--- src/rtl/iic_slave_regif.sv ---
// I2C target with a register-port back end: decodes device and register address,
// issues write strobes and fetches read bytes through a request/response port.
module iic_slave_regif #(
  parameter logic [6:0] DEVICE_ADDR    = 7'h03,
  parameter int         REG_ADDR_BYTES = 2,
  parameter int         DATA_WIDTH     = 8,
  parameter int         REG_ADDR_WIDTH = 8 * REG_ADDR_BYTES
) (
  input  logic                      sysclk,
  input  logic                      rstn,
  input  logic                      iic_scl,
  input  logic                      iic_sda_i,
  output logic                      iic_sda_oe,
  output logic                      reg_wr_valid,
  output logic [DATA_WIDTH-1:0]     reg_wr_data,
  output logic                      reg_rd_req,
  input  logic [DATA_WIDTH-1:0]     reg_rd_data,
  output logic [REG_ADDR_WIDTH-1:0] reg_addr,
  output logic                      busy,
  output logic                      done
);

  // state    | meaning
  // IDLE     | waiting for START (also after address mismatch or read NACK)
  // DEV_ADDR | shifting in 7-bit device address + R/W
  // DEV_ACK  | acknowledging the device address
  // REG_ADDR | shifting in one register-address byte
  // REG_ACK  | acknowledging a register-address byte
  // WR_DATA  | shifting in a write data byte
  // WR_ACK   | acknowledging a write data byte
  // RD_LOAD  | fetching the read byte from the register port
  // RD_DATA  | driving a read byte onto SDA
  // RD_ACK   | sampling the master's ACK/NACK
  localparam logic [3:0] IDLE     = 4'd0;
  localparam logic [3:0] DEV_ADDR = 4'd1;
  localparam logic [3:0] DEV_ACK  = 4'd2;
  localparam logic [3:0] REG_ADDR = 4'd3;
  localparam logic [3:0] REG_ACK  = 4'd4;
  localparam logic [3:0] WR_DATA  = 4'd5;
  localparam logic [3:0] WR_ACK   = 4'd6;
  localparam logic [3:0] RD_LOAD  = 4'd7;
  localparam logic [3:0] RD_DATA  = 4'd8;
  localparam logic [3:0] RD_ACK   = 4'd9;

  localparam logic [1:0] ADDR_BYTES = 2'(REG_ADDR_BYTES);
  localparam logic [REG_ADDR_WIDTH-1:0] ADDR_ONE = REG_ADDR_WIDTH'(1);

  logic scl_s1, scl_s2, scl_d;
  logic sda_s1, sda_s2, sda_d;
  logic scl_rise, scl_fall, start_det, stop_det;

  logic [3:0] state;
  logic [3:0] bit_cnt;
  logic [7:0] shift;
  logic [7:0] rx_byte;
  logic       rw;
  logic [1:0] addr_byte_cnt;
  logic [1:0] rd_cnt;

  always_ff @(posedge sysclk or negedge rstn) begin
    if (!rstn) begin
      {scl_s1, scl_s2, scl_d} <= 3'b111;
      {sda_s1, sda_s2, sda_d} <= 3'b111;
    end else begin
      {scl_s1, scl_s2, scl_d} <= {iic_scl, scl_s1, scl_s2};
      {sda_s1, sda_s2, sda_d} <= {iic_sda_i, sda_s1, sda_s2};
    end
  end

  assign scl_rise  = scl_s2 & ~scl_d;
  assign scl_fall  = ~scl_s2 & scl_d;
  assign start_det = scl_s2 & scl_d & sda_d & ~sda_s2;
  assign stop_det  = scl_s2 & scl_d & ~sda_d & sda_s2;
  assign rx_byte   = {shift[6:0], sda_s2};

  always_ff @(posedge sysclk or negedge rstn) begin
    if (!rstn) begin
      state         <= IDLE;
      bit_cnt       <= 4'd0;
      shift         <= 8'h00;
      rw            <= 1'b0;
      addr_byte_cnt <= 2'd0;
      rd_cnt        <= 2'd0;
      iic_sda_oe    <= 1'b0;
      reg_wr_valid  <= 1'b0;
      reg_wr_data   <= '0;
      reg_rd_req    <= 1'b0;
      reg_addr      <= '0;
      busy          <= 1'b0;
      done          <= 1'b0;
    end else begin
      reg_wr_valid <= 1'b0;
      reg_rd_req   <= 1'b0;
      done         <= 1'b0;
      // post-strobe increment so the strobe cycle carries the pre-increment address
      if (reg_wr_valid) reg_addr <= reg_addr + ADDR_ONE;

      if (stop_det) begin
        state      <= IDLE;
        iic_sda_oe <= 1'b0;
        done       <= busy;
        busy       <= 1'b0;
      end else if (start_det) begin
        state         <= DEV_ADDR;
        bit_cnt       <= 4'd0;
        addr_byte_cnt <= 2'd0;
        iic_sda_oe    <= 1'b0;
      end else begin
        case (state)
          DEV_ADDR: if (scl_rise) begin
            shift   <= rx_byte;
            bit_cnt <= bit_cnt + 4'd1;
            if (bit_cnt == 4'd7) begin
              bit_cnt <= 4'd0;
              rw      <= sda_s2;
              if (rx_byte[7:1] == DEVICE_ADDR) begin
                busy  <= 1'b1;
                state <= DEV_ACK;
              end else begin
                busy  <= 1'b0;
                state <= IDLE;
              end
            end
          end
          // first falling edge starts the ACK bit, the second one ends it
          DEV_ACK, REG_ACK, WR_ACK: if (scl_fall) begin
            if (!iic_sda_oe) begin
              iic_sda_oe <= 1'b1;
              if (state == DEV_ACK && rw) begin
                state      <= RD_LOAD;
                reg_rd_req <= 1'b1;
                rd_cnt     <= 2'd0;
              end
            end else begin
              iic_sda_oe <= 1'b0;
              bit_cnt    <= 4'd0;
              if (state == WR_ACK || (state == REG_ACK && addr_byte_cnt == ADDR_BYTES))
                state <= WR_DATA;
              else
                state <= REG_ADDR;
            end
          end
          REG_ADDR: if (scl_rise) begin
            shift   <= rx_byte;
            bit_cnt <= bit_cnt + 4'd1;
            if (bit_cnt == 4'd7) begin
              bit_cnt       <= 4'd0;
              reg_addr      <= REG_ADDR_WIDTH'({reg_addr, rx_byte});
              addr_byte_cnt <= addr_byte_cnt + 2'd1;
              state         <= REG_ACK;
            end
          end
          WR_DATA: if (scl_rise) begin
            shift   <= rx_byte;
            bit_cnt <= bit_cnt + 4'd1;
            if (bit_cnt == 4'd7) begin
              bit_cnt      <= 4'd0;
              reg_wr_valid <= 1'b1;
              reg_wr_data  <= rx_byte;
              state        <= WR_ACK;
            end
          end
          RD_LOAD: begin
            rd_cnt <= rd_cnt + 2'd1;
            if (rd_cnt == 2'd2) begin
              shift   <= reg_rd_data;
              bit_cnt <= 4'd0;
              state   <= RD_DATA;
            end
          end
          RD_DATA: if (scl_fall) begin
            if (bit_cnt == 4'd8) begin
              iic_sda_oe <= 1'b0;
              state      <= RD_ACK;
            end else begin
              iic_sda_oe <= ~shift[7];
              shift      <= {shift[6:0], 1'b0};
              bit_cnt    <= bit_cnt + 4'd1;
            end
          end
          RD_ACK: if (scl_rise) begin
            if (!sda_s2) begin
              reg_addr   <= reg_addr + ADDR_ONE;
              reg_rd_req <= 1'b1;
              rd_cnt     <= 2'd0;
              state      <= RD_LOAD;
            end else begin
              busy  <= 1'b0;
              state <= IDLE;
            end
          end
          default: state <= IDLE;
        endcase
      end
    end
  end

endmodule
--- config.mk ---
export PLATFORM = sky130hd
export DESIGN_NAME = iic_slave_regif
export DESIGN_NICKNAME = d
export VERILOG_FILES = /design/src/rtl/iic_slave_regif.sv
export SDC_FILE = /design/constraint.sdc
export NUM_CORES = 1
export LEC_CHECK = 0
export CAP_MARGIN = 20
export CORE_MARGIN = 2
export CORE_UTILIZATION = 60
export CTS_BUF_LIST = sky130_fd_sc_hd__clkbuf_4
export DETAILED_ROUTE_END_ITERATION = 10
export DONT_BUFFER_PORTS = 1
export PLACE_DENSITY = 0.77
export SETUP_SLACK_MARGIN = 0.4
export SLEW_MARGIN = 20
export SYNTH_ARGS = -nofsm -noshare
export SYNTH_HDL_FRONTEND = slang
export SYNTH_SLANG_ARGS = --single-unit
export TNS_END_PERCENT = 20
--- constraint.sdc ---
create_clock -name sysclk -period 2.1 [get_ports sysclk]
set_clock_uncertainty 0.15 [all_clocks]
set_input_delay 0.42 -clock sysclk [delete_from_list [all_inputs] [get_ports sysclk]]
set_output_delay 0.42 -clock sysclk [all_outputs]
set_load 0.05 [all_outputs]
Word-level counts from Yosys, hierarchy flattened
Cells that the tools add are included.
- bits in registers: 56
- input bits: 12
- output and inout bits: 29
- add/sub/neg operators: 4
- equal/unequal tests: 46
- multiplexer cells: 80
- bitwise gates (word level): 14
- reductions and logical operators: 22
- operators with widths (cell ; number):
    two-way mux 16 bit ; 7
    two-way mux 4 bit ; 23
    != test 4 bit (second input constant) ; 11
    two-way mux 8 bit ; 4
    case mux 16 bit (2 select lines) ; 1
    case mux 4 bit (7 select lines) ; 1
    != test 3 bit (second input constant) ; 9
    two-way mux 1 bit ; 26
    case mux 8 bit (3 select lines) ; 1
    == test 4 x 3 -> 1 bit (second input constant) ; 5
    two-way mux 2 bit ; 10
    adder 16 x 1 -> 16 bit (second input constant) ; 1
    != test 2 bit (second input constant) ; 8
    case mux 4 bit (4 select lines) ; 1
    AND reduction 8 bit ; 2
    == test 4 bit (second input constant) ; 3
    AND reduction 12 bit ; 1
    AND reduction 5 bit ; 2
    nonzero test 3 bit ; 3
    == test 4 x 2 -> 1 bit (second input constant) ; 2
    AND 1 bit ; 7
    == test 7 x 2 -> 1 bit (second input constant) ; 1
    inverter 1 bit ; 7
    AND reduction 7 bit ; 1
    other kinds (19) ; 29

Depth between registers and ports, before layout
- depth after elaboration: 9
- gate-level depth with buffers: 8

Worst setup path after synthesis
OpenSTA, ideal clock, no wires.
- path type: flip-flop to flip-flop
- start: reg reg_addr[0]
- end: reg reg_addr[10]
- library setup time: 148 ps
- arrival time: 1976 ps
- required time: 1802 ps
- slack: -174 ps
- cell stages (with the launch flop): 7
- cell sequence: dfrtp_1 ha_1 nand4_1 nor3_1 xnor2_1 o221a_2 o22ai_1
- cells in the longest elaborated chain, start to end: 7
- ends and longest elaborated chain (item ; line ; source):
    start, declared ; 18 ; output logic [REG_ADDR_WIDTH-1:0] reg_addr,
    start signal, assigned ; 96 ; if (reg_wr_valid) reg_addr <= reg_addr + ADDR_ONE;
    start signal, assigned ; 148 ; reg_addr <= REG_ADDR_WIDTH'({reg_addr, rx_byte});
    start signal, assigned ; 183 ; reg_addr <= reg_addr + ADDR_ONE;
    adder 16 x 1 -> 16 bit (*) ; 96, 183 ;
    two-way mux 16 bit ; 96 ;
    two-way mux 16 bit, on equally long branches ; 182, 146 ;
    two-way mux 16 bit, on equally long branches ; 181, 143 ;
    case mux 16 bit (2 select lines) ; 109 ; case (state)
    two-way mux 16 bit ; 103 ; end else if (start_det) begin
    two-way mux 16 bit (*) ; 98 ; if (stop_det) begin
Every way passes the cells marked *; elsewhere a longest branch is shown, timed or not.
A chain may end at the register's enable or synchronous reset.

Final worst setup path
- start: reg state[2]
- end: reg shift[0]
- cells in the longest elaborated chain, start to end: 4
- ends and longest elaborated chain (item ; line ; source):
    start, declared ; 52 ; logic [3:0] state;
    start signal, assigned ; 78 ; state <= IDLE;
    start signal, assigned ; 99 ; state <= IDLE;
    start signal, assigned ; 104 ; state <= DEV_ADDR;
    == test 4 x 3 -> 1 bit (tied with other cells) ; 109 ;
    OR reduction 3 bit (no source line) ; n/a ;
    != test 2 x 1 -> 1 bit (no source line) / nonzero test 3 bit (equally long branches) ; n/a ;
    AND reduction 7 bit (no source line) ; n/a ;
    end signal, assigned ; 111 ; shift <= rx_byte;
    end signal, assigned ; 144 ; shift <= rx_byte;
    end signal, assigned ; 154 ; shift <= rx_byte;
    end, declared ; 54 ; logic [7:0] shift;
Parallel ways exist; a longest one is shown, timed or not.

==> results.py <==
metrics = {
    "place": {
        "place_congestion": 0.9235,
        "port_buffers": 0,
        "post-dp-hpwl_um": 6759,
        "pre_cts_slack_ns": -0.08483,
        "place_area_um2": 3989,
    },
    "logic_synthesis": {
        "synth_cell_type_count": 77,
        "async_reset_ff_share_pct": 100.0,
        "ys.flop_type": "dfrtp_1",
        "syn_area_um2": 3473,
        "syn_inst": 358,
        "yosysSeqAreaShare_pct": 40.56,
        "synth-seq-cells": 56,
        "ys_warn_count": 0,
        "avgSynthCellArea_um2": 9.702,
        "synth-edff-count": 0,
        "synth_nets": 375,
    },
    "floorplanning": {
        "die_w_um": 80.09,
        "pin_count": 41,
        "dieArea_um2": 6414,
        "fp-row-count": 27,
        "core_region_area_um2": 5540,
        "die_h_um": 80.09,
        "start_util_pct": 62.69,
    },
    "setup_path": {
        "worst-path-max-fanout": 8,
        "cp.required_ns": 2.26,
        "end_kind": "flop",
        "critPathKind": "reg -> reg",
        "worstSetupStartpointType": "flop",
        "worstPathArrival_ns": 2.48,
    },
    "finish": {
        "areaGrowthSynthToFinish_pct": 39.99,
        "layout_common_cells": "67 x buf_4, 38 x dfrtp_1, 37 x nand2_1",
        "layout_commonest_cell": "buf_4",
        "fill_cells": 241,
        "diodes": 0,
        "multi_input_area_um2": 2349,
        "seq_area_um2": 1424,
        "fin_area_um2": 4862,
        "drive_gt1_share_pct": 48.87,
        "nets": 460,
    },
    "pwr": {
        "peakVddDrop_uv": 882.8,
        "leakagePower_nw": 2.075,
        "powerDensity_nw_per_um2": 1143,
    },
    "drt": {
        "wl_per_cell_um": 26.02,
        "ant_nets": 0,
        "vias": 3824,
        "firstDrtPassIters": 6,
        "post_drt_via_cell_ratio": 7.411,
        "drt_wl_total_um": 13430,
        "drc_errors": 0,
        "drt_iter0_drc": 709,
    },
    "timing": {
        "min_period_ns": 2.321,
        "setup_tns_ns": -3.171,
        "hold_ws_ns": -0.4897,
        "rsz0062_at_grt": "yes",
        "clock.fmax_ghz": 0.4308,
        "finalSetupViolations": 31,
        "slew_violations": 0,
        "worstMarginPinSlew_ns": 0.5428,
        "relSlewSlack_pct": 63.65,
        "period_share_pct": 110.5,
        "finalHoldViolations": 56,
        "worst_slack_ns": -0.2212,
    },
    "clock_tree": {
        "tritoncts": "yes",
        "clock_latency_ns": 0.41,
        "clkTransAtPathRegs_ns": 0.20,
        "cts-buffers-inserted": 5,
        "ctsHoldBuffers": 9,
        "htree_levels": 2,
        "clock_sinks": 56,
        "cts_root_buf": "clkbuf_4",
        "cts_buffer_depth": 2,
    },
    "outcome": {
        "outcome": "finished, violations left",
        "violations": "hold timing, setup timing",
    },
    "grt": {
        "track_usage_pct": 36.91,
        "grt_pass1_wl_um": 18170,
        "grt_max_degree": 57,
        "gr-total-overflow": 0,
        "grt_pass1_vias": 3428,
        "antenna_found_initial": 0,
    },
    "hold_path": {
        "min_path_type": "in -> async",
    },
    "flow_run": {
        "cap_violations": 0,
    },
}
## metal layers
| layer | GRT usage (%) | wire, um |
|---|---|---|
| met5 | 0 | 0 |
| met4 | 12.71 | 804 |
| met3 | 7.640 | 1643 |
| met2 | 58.00 | 6257 |
| met1 | 50.92 | 4720 |
## what timing repair did
action	in CTS	in global routing
gates resized for setup	66	51
setup endpoints to repair	51	56
pin swaps	28	27
buffers inserted	13	13
cloned	2	0
hold endpoints to repair	65	56
## stage by stage
| stage | hold slack, ns | util, % | total power [mW] | instances |
|---|---|---|---|---|
| CTS | -0.4896 | 82.23 | 4.786 | 503 |
| floorplan | -0.02559 | - | 2.935 | 358 |
| global route | -0.5031 | 87.76 | 5.737 | 516 |
| detailed placement | -0.02407 | 72.00 | 3.651 | 471 |
| finish | -0.4897 | 87.76 | 5.556 | 516 |
| global placement | -0.02368 | 72.00 | 3.587 | 471 |
## cell usage after synthesis (5+ instances only)
library cell / number / area share [%]
nor2_1: 31 / 3.4
nand4_1: 7 / 1.3
inv_1: 9 / 0.97
buf_2: 10 / 1.4
nand3_1: 12 / 1.7
dfstp_2: 6 / 4.5
nand2_1: 38 / 4.1
nand2b_1: 5 / 0.90
nor3_1: 8 / 1.2
dfrtp_1: 50 / 36
and4_1: 6 / 1.5
clkbuf_1: 6 / 0.65
o21ai_0: 7 / 1.0
a31oi_1: 16 / 2.9
ha_1: 5 / 1.8
and3_1: 8 / 1.4
a21oi_1: 11 / 1.6
mux2_2: 11 / 3.6
## cell families (layout without fill, tap and decap cells)
logic type                 count (synthesis)  in the layout  share of synthesized area (%)
xor gates and xnor gates                   5              5                          1.261
and+or+nand+nor                          148            148                          24.68
muxes                                     15             15                          4.719
AOI/OAI and AO/OA                         99            100                          22.41
DFF                                       56             56                          40.56
buffers and inverters                     30            115                          4.575
adders and majority gates                  5              5                          1.801
## where the power goes
group | internal (mW) | total (mW) | leakage [nW] | switching [mW]
Clock | 0.148 | 0.567 | 0.0385 | 0.419
Combinational | 1.54 | 3.38 | 1.34 | 1.85
Sequential | 1.27 | 1.60 | 0.696 | 0.337
Total | 2.95 | 5.56 | 2.07 | 2.60
## path summary, 6_finish.rpt
| kind | start | endpoint | slack (ns) | cells after the start |
|---|---|---|---|---|
| worst max-delay path | state[2] | shift[0] | -0.22 | 9 |
| worst min-delay path | rstn | iic_sda_oe | -0.49 | 0 |
| worst max register to register | state[2] | shift[0] | -0.22 | 9 |
| worst min register to register | scl_s1 | scl_s2 | 0.22 | 0 |
| max in group asynchronous | rstn | sda_d | 2.08 | 0 |
| min in group sysclk | reg_rd_data[0] | shift[0] | 0.17 | 2 |
## worst max-delay path: stages (launching register included)
cell,delay [ns]
dfrtp_2,0.53
buf_6,0.17
nor4b_2,0.34
buf_4,0.22
a32o_2,0.24
nor4_4,0.07
buf_4,0.15
buf_12,0.14
nor2_2,0.14
a21oi_2,0.06
## state kept, by name, indices dropped and copies added, names as in the netlist, 2 cells and up
register	count
addr_byte_cnt	2
bit_cnt	4
rd_cnt	2
reg_addr	16
reg_wr_data	8
shift	8
state	4
## final cells by class
class                           count  area share [%]
Tap cell                           72           1.853
Clock inverter                      3          0.6948
Inverter                            9          0.6948
Multi-Input combinational cell    273           48.30
Clock buffer                        5          0.7720
Timing Repair Buffer               98           18.40
Sequential cell                    56           29.28
(Power assumes the default switching activity.)
